File: config.mk
export PLATFORM = sky130hd
export DESIGN_NAME = btn_click_decoder
export DESIGN_NICKNAME = d
export VERILOG_FILES = /design/src/rtl/btn_click_decoder.sv
export SDC_FILE = /design/constraint.sdc
export NUM_CORES = 1
export LEC_CHECK = 0
export CAP_MARGIN = 25
export CORE_AREA = 2 2 64 51
export CTS_CLUSTER_SIZE = 20
export DETAILED_ROUTE_END_ITERATION = 10
export DIE_AREA = 0 0 66 53
export PLACE_DENSITY = 0.7
export SYNTH_ARGS = -nofsm -noshare
export SYNTH_HDL_FRONTEND = slang
export SYNTH_SLANG_ARGS = --single-unit
export TNS_END_PERCENT = 30
File: constraint.sdc
create_clock -name clk -period 3.17 [get_ports clk]
set_input_delay 0.4755 -clock clk [delete_from_list [all_inputs] [get_ports clk]]
set_output_delay 0.4755 -clock clk [all_outputs]
set_load 0.005 [all_outputs]
File: src/rtl/btn_click_decoder.sv
// -----------------------------------------------------------------------------
// btn_click_decoder
//
// Groups one-cycle button strobes from the debouncer into click gestures.
// Strobes that arrive no more than WINDOW_CYCLES apart belong to one group.
// Each finished group is reported once, with its click count, over a
// valid/ready handshake.
//
// Optional feature macro: BTN_CLICK_HOLDOFF_EN
//   When it is defined, a HOLDOFF lockout of HOLDOFF_CYCLES clocks follows
//   every delivered event. Strobes during the lockout are ignored.
//   When it is not defined, the lockout state and its counter are not built.
//
// Parameters
//   WINDOW_CYCLES   maximum spacing in clocks between strobes of one group
//                   (2..65535)
//   MAX_CLICKS      the group closes as soon as this many clicks are counted
//                   (1..15)
//   HOLDOFF_CYCLES  lockout length after each event; used only with the macro
//                   (1..65535)
//
// Ports
//   clk          in   single clock, rising edge
//   rst_n        in   asynchronous active-low reset
//   btn_pulse    in   one-cycle press strobe, synchronous to clk
//   evt_valid    out  an event is available
//   evt_count    out  clicks in the group (1..MAX_CLICKS) while evt_valid
//   evt_dropped  out  a strobe was discarded while this event waited
//   evt_ready    in   the consumer accepts the event
// -----------------------------------------------------------------------------
module btn_click_decoder #(
  parameter int WINDOW_CYCLES  = 1000,
  parameter int MAX_CLICKS     = 3,
  parameter int HOLDOFF_CYCLES = 500
) (
  input  logic       clk,
  input  logic       rst_n,
  input  logic       btn_pulse,
  output logic       evt_valid,
  output logic [3:0] evt_count,
  output logic       evt_dropped,
  input  logic       evt_ready
);

  // Reject illegal parameter values at elaboration time.
  generate
    if (WINDOW_CYCLES < 2 || WINDOW_CYCLES > 65535) begin : g_bad_window
      $error("btn_click_decoder: WINDOW_CYCLES must be in 2..65535");
    end
    if (MAX_CLICKS < 1 || MAX_CLICKS > 15) begin : g_bad_max
      $error("btn_click_decoder: MAX_CLICKS must be in 1..15");
    end
    if (HOLDOFF_CYCLES < 1 || HOLDOFF_CYCLES > 65535) begin : g_bad_holdoff
      $error("btn_click_decoder: HOLDOFF_CYCLES must be in 1..65535");
    end
  endgenerate

  localparam logic [3:0]  MAX_C    = 4'(MAX_CLICKS);
  localparam logic [15:0] WIN_LAST = 16'(WINDOW_CYCLES - 1);

`ifdef BTN_CLICK_HOLDOFF_EN
  localparam logic [15:0] HOLD_LAST = 16'(HOLDOFF_CYCLES - 1);

  typedef enum logic [1:0] {
    IDLE    = 2'd0,
    COUNT   = 2'd1,
    EMIT    = 2'd2,
    HOLDOFF = 2'd3
  } state_t;
`else
  typedef enum logic [1:0] {
    IDLE  = 2'd0,
    COUNT = 2'd1,
    EMIT  = 2'd2
  } state_t;
`endif

  state_t      state_reg, state_next;
  logic [3:0]  count_reg, count_next;
  logic [15:0] timer_reg, timer_next;
  logic        valid_reg, valid_next;
  logic [3:0]  evt_count_reg, evt_count_next;
  logic        dropped_reg, dropped_next;
  logic [3:0]  count_inc;

`ifdef BTN_CLICK_HOLDOFF_EN
  logic [15:0] hold_reg, hold_next;
`endif

  // Saturating increment. MAX_CLICKS=1 can still see a strobe in COUNT after
  // a restart on the handshake edge, and the count must never pass MAX_CLICKS.
  assign count_inc = (count_reg >= MAX_C) ? MAX_C : (count_reg + 4'd1);

  // ---------------------------------------------------------------------------
  // Next-state and next-output logic
  // ---------------------------------------------------------------------------
  always_comb begin
    state_next     = state_reg;
    count_next     = count_reg;
    timer_next     = timer_reg;
    valid_next     = valid_reg;
    evt_count_next = evt_count_reg;
    dropped_next   = dropped_reg;
`ifdef BTN_CLICK_HOLDOFF_EN
    hold_next      = hold_reg;
`endif

    case (state_reg)
      IDLE: begin
        if (btn_pulse) begin
          count_next = 4'd1;
          timer_next = 16'd0;
          if (MAX_C == 4'd1) begin
            state_next     = EMIT;
            valid_next     = 1'b1;
            evt_count_next = 4'd1;
          end else begin
            state_next = COUNT;
          end
        end
      end

      COUNT: begin
        // A strobe on the timeout edge is checked first, so it joins the
        // group instead of closing it.
        if (btn_pulse) begin
          count_next = count_inc;
          timer_next = 16'd0;
          if (count_inc == MAX_C) begin
            state_next     = EMIT;
            valid_next     = 1'b1;
            evt_count_next = count_inc;
          end
        end else if (timer_reg == WIN_LAST) begin
          state_next     = EMIT;
          valid_next     = 1'b1;
          evt_count_next = count_reg;
          timer_next     = 16'd0;
        end else begin
          timer_next = timer_reg + 16'd1;
        end
      end

      EMIT: begin
        // evt_valid is always 1 in this state, so evt_ready alone marks the
        // handshake.
        if (evt_ready) begin
          valid_next     = 1'b0;
          evt_count_next = 4'd0;
          dropped_next   = 1'b0;
          count_next     = 4'd0;
          timer_next     = 16'd0;
`ifdef BTN_CLICK_HOLDOFF_EN
          state_next     = HOLDOFF;
          hold_next      = 16'd0;
`else
          // A strobe on the handshake edge opens the next group straight
          // away, so it is not lost.
          if (btn_pulse) begin
            count_next = 4'd1;
            state_next = COUNT;
          end else begin
            state_next = IDLE;
          end
`endif
        end else if (btn_pulse) begin
          dropped_next = 1'b1;
        end
      end

`ifdef BTN_CLICK_HOLDOFF_EN
      HOLDOFF: begin
        // Strobes are ignored here on purpose; they do not set evt_dropped.
        if (hold_reg == HOLD_LAST) begin
          state_next = IDLE;
          hold_next  = 16'd0;
        end else begin
          hold_next = hold_reg + 16'd1;
        end
      end
`endif

      default: begin
        state_next     = IDLE;
        count_next     = 4'd0;
        timer_next     = 16'd0;
        valid_next     = 1'b0;
        evt_count_next = 4'd0;
        dropped_next   = 1'b0;
      end
    endcase
  end

  // ---------------------------------------------------------------------------
  // State and output registers
  // ---------------------------------------------------------------------------
  always_ff @(posedge clk or negedge rst_n) begin
    if (!rst_n) begin
      state_reg     <= IDLE;
      count_reg     <= 4'd0;
      timer_reg     <= 16'd0;
      valid_reg     <= 1'b0;
      evt_count_reg <= 4'd0;
      dropped_reg   <= 1'b0;
    end else begin
      state_reg     <= state_next;
      count_reg     <= count_next;
      timer_reg     <= timer_next;
      valid_reg     <= valid_next;
      evt_count_reg <= evt_count_next;
      dropped_reg   <= dropped_next;
    end
  end

`ifdef BTN_CLICK_HOLDOFF_EN
  always_ff @(posedge clk or negedge rst_n) begin
    if (!rst_n) begin
      hold_reg <= 16'd0;
    end else begin
      hold_reg <= hold_next;
    end
  end
`endif

  assign evt_valid   = valid_reg;
  assign evt_count   = evt_count_reg;
  assign evt_dropped = dropped_reg;

endmodule

==> results.sh <==
export IMPL_status="finished clean"
export IMPL_wirelength_um=3110
export IMPL_vdd_drop_max_mv=0.357
export IMPL_worst_setup_path_end_kind="register"
export IMPL_syn_area_per_cell_um2=9.34
export IMPL_core_region_area_um2=2850
export IMPL_drive_above_1_share_pct=9.94
export IMPL_relSlewSlack_pct=58.8
export IMPL_finalCritPeriodShare_pct=68.3
export IMPL_clock_latency_ns=0.28
export IMPL_yosysWarnings=0
export IMPL_grt_max_degree=29
export IMPL_cts_repair_resized=0
export IMPL_cts_tree="yes"
export IMPL_worstPathArrival_ns=2.32
export IMPL_antenna_left=0
export IMPL_ctsHoldBuffers=0
export IMPL_slew_viol_final=0
export IMPL_fin_skew_ns=0.0119
export IMPL_fmax_ghz=0.462
export IMPL_setup_tns_ns=0
export IMPL_syn_to_final_growth_pct=13.2
export IMPL_worstPathCellList="clkdlybuf4s50_1 > nand2b_1 > and3_1 > nor4_1 > xnor2_1 > nor2_1"
export IMPL_fp_dieW_um=66
export IMPL_regArea_um2=701
export IMPL_swShare_pct=35.5
export IMPL_crit_type="in2reg"
export IMPL_initial_core_util_pct=52.5
export IMPL_gp_congestion=0.890
export IMPL_postCtsSetupBuffers=0
export IMPL_finalHoldViolCount=0
export IMPL_p_leak_nw=0.703
export IMPL_worst_path_max_delay_cell="clkdlybuf4s50_1"
export IMPL_grt_setup_unrepaired="no"
export IMPL_ctsLongestPathBuffers=2
export IMPL_async_flop_share_pct=100
export IMPL_layout_cells_most_common="dfrtp_1"
export IMPL_syn_area_um2=1500
export IMPL_critPathTopFamily="simple AND/OR/NAND/NOR gates"
export IMPL_antenna_found_initial=0
export IMPL_largest_register_ffs=16
export IMPL_die_height_um=53
export IMPL_dpl_hpwl_um=2320
export IMPL_syn_nets=166
export IMPL_grt_pass1_vias=1208
export IMPL_tightest_slew_ns=0.616
export IMPL_n_antenna_cell=0
export IMPL_io_buffers=9
export IMPL_grt_pass1_wl_um=5460
export IMPL_grt_ovfl_total=0
export IMPL_p_total_mw=1.18
export IMPL_setup_viol=0
export IMPL_drc=0
export IMPL_drv_cap=0
export IMPL_clockPowerShare_pct=23.7
export IMPL_cts_clk_slew_worst_paths_ns=0.09
export IMPL_groute_usage_overall_pct=20.8
export IMPL_power_share_sequential_pct=41.0
export IMPL_design_die_area_um2=3500
export IMPL_drtIter0Drc=100
export IMPL_stdcell_count=209
export IMPL_num_io_pins=10
export IMPL_layout_min_cycle_time_ns=2.16
export IMPL_postSynthCellCount=160
export IMPL_vias=1231
export IMPL_layout_common_cells="dfrtp_1 (28), nand2_1 (21), nor2_1 (17)"
export IMPL_routedWlPerCell_um=14.9
export IMPL_cts_sinks=28
export IMPL_cts_made_buffers=3
export IMPL_p_sw_mw=0.417
export IMPL_multi_input_comb_area_um2=753
export IMPL_rows=17
export IMPL_dp_cells=205
export IMPL_htree_levels=1
export IMPL_viasPerCell=5.89
export IMPL_startpoint_type="primary input"
export IMPL_cp_data_required_time_ns=3.33
export IMPL_crit_buf_inv=1
export IMPL_fill_cells=264
export IMPL_yosysSeqAreaShare_pct=46.9
export IMPL_p_int_mw=0.759
export IMPL_yosysUniqueCellTypes=40
export IMPL_fin_nets=178
export IMPL_combPwrFrac_pct=35.3
export IMPL_synth_flop_cell="dfrtp_1"
export IMPL_root_buffer="clkbuf_8"
export IMPL_synth_edff_count=0
export IMPL_dr_pass1_iters=4
export IMPL_ys_ff_latch=28
export IMPL_crit_fanout=14
export IMPL_critPathMaxStageDelay_ns=0.72
export IMPL_power_density_nw_per_um2=695
export IMPL_hp_class="reg2reg"
==> worst register-to-register path, cell delays in order, from the launching register on <==
cell and delay, ns:
dfrtp_1 0.42, ha_1 0.29, and4_2 0.26, and4b_2 0.27, nand2b_2 0.23, or3_1 0.37, o21ai_1 0.08
==> metal layers <==
layer / wire [um] / vias to the layer above / share of wire [%] / global-route usage (%)
met3: 162 / 2 / 5.2 / 5.53
met2: 1470 / 35 / 47 / 32.7
li1: - / 604 / - / -
met1: 1450 / 590 / 47 / 28.4
met4: 17 / 0 / 0.55 / 6.46
met5: 0 / - / 0 / 0
==> cells in the mapped netlist, types with 2 or more instances <==
master	instances	area (um^2)
and3_1	2	12.5
a211oi_1	2	15.0
nor2_1	17	63.8
nand4_1	4	25.0
nand2b_1	2	12.5
a22o_1	3	26.3
nor3_1	4	20.0
inv_1	4	15.0
a21oi_1	9	45.0
ha_1	2	25.0
nor2b_1	3	18.8
nor4_1	4	25.0
nand2_1	21	78.8
o21ai_0	10	50.1
xor2_1	5	43.8
xnor2_1	3	26.3
nor4_2	2	25.0
o21ai_1	2	10.0
or3_1	3	18.8
buf_2	3	15.0
o2bb2ai_1	2	17.5
nand3_1	8	40.0
dfrtp_1	28	701
==> cells by family (layout without fill, tap and decap cells) <==
| logic type | after synthesis | after routing | share of synthesized area, % |
|---|---|---|---|
| AOI/OAI and AO/OA | 35 | 35 | 14.6 |
| xor gates and xnor gates | 8 | 8 | 4.69 |
| adders and majority gates | 2 | 2 | 1.67 |
| buffers and inverters | 8 | 19 | 2.76 |
| DFF | 28 | 28 | 46.9 |
| and+or+nand+nor | 79 | 79 | 29.5 |
==> power groups by stage <==
stage | clock network [mW] | logic [mW] | registers (mW)
floorplan | 0 | 0.307 | 0.467
global placement | 0 | 0.397 | 0.485
detailed placement | 0 | 0.416 | 0.488
CTS | 0.283 | 0.416 | 0.482
global route | 0.292 | 0.468 | 0.493
finish | 0.279 | 0.416 | 0.482
==> path summary, 6_finish.rpt <==
kind                                           from                        end  slack, ns  cells after the start
setup / recovery                          btn_pulse  timer_reg[12]$_DFFE_PN0P_       1.01                      6
hold / removal                evt_valid$_DFFE_PN0P_      evt_valid$_DFFE_PN0P_       0.49                      2
setup reg to reg           timer_reg[0]$_DFFE_PN0P_   timer_reg[4]$_DFFE_PN0P_       1.19                      6
hold reg to reg               evt_valid$_DFFE_PN0P_      evt_valid$_DFFE_PN0P_       0.49                      2
max in group asynchronous                     rst_n  timer_reg[14]$_DFFE_PN0P_       2.34                      2
min in group asynchronous                     rst_n   count_reg[2]$_DFFE_PN0P_       0.55                      2
==> layout make-up <==
cell class	count	area share, %
inverter	4	0.887
clock inverter	1	1.77
clock buffer	3	2.44
multi-input combinational	124	44.5
sequential	28	41.4
tap	38	2.81
timing repair buffer	11	6.21
==> metrics by stage <==
stage | setup slack (ns) | utilization (%) | hold WS [ns] | instance area (um^2)
4_1_cts | 1.01 | 59.4 | 0.498 | 1690
3_5_place_dp | 0.715 | 56.9 | 0.475 | 1620
6_report | 1.01 | 59.4 | 0.489 | 1690
2_1_floorplan | 1.36 | - | 0.180 | 1500
5_1_grt | 0.864 | 59.4 | 0.524 | 1690
3_3_place_gp | 0.771 | 56.9 | 0.460 | 1620
Note: power is estimated with default switching activity, not from simulation.
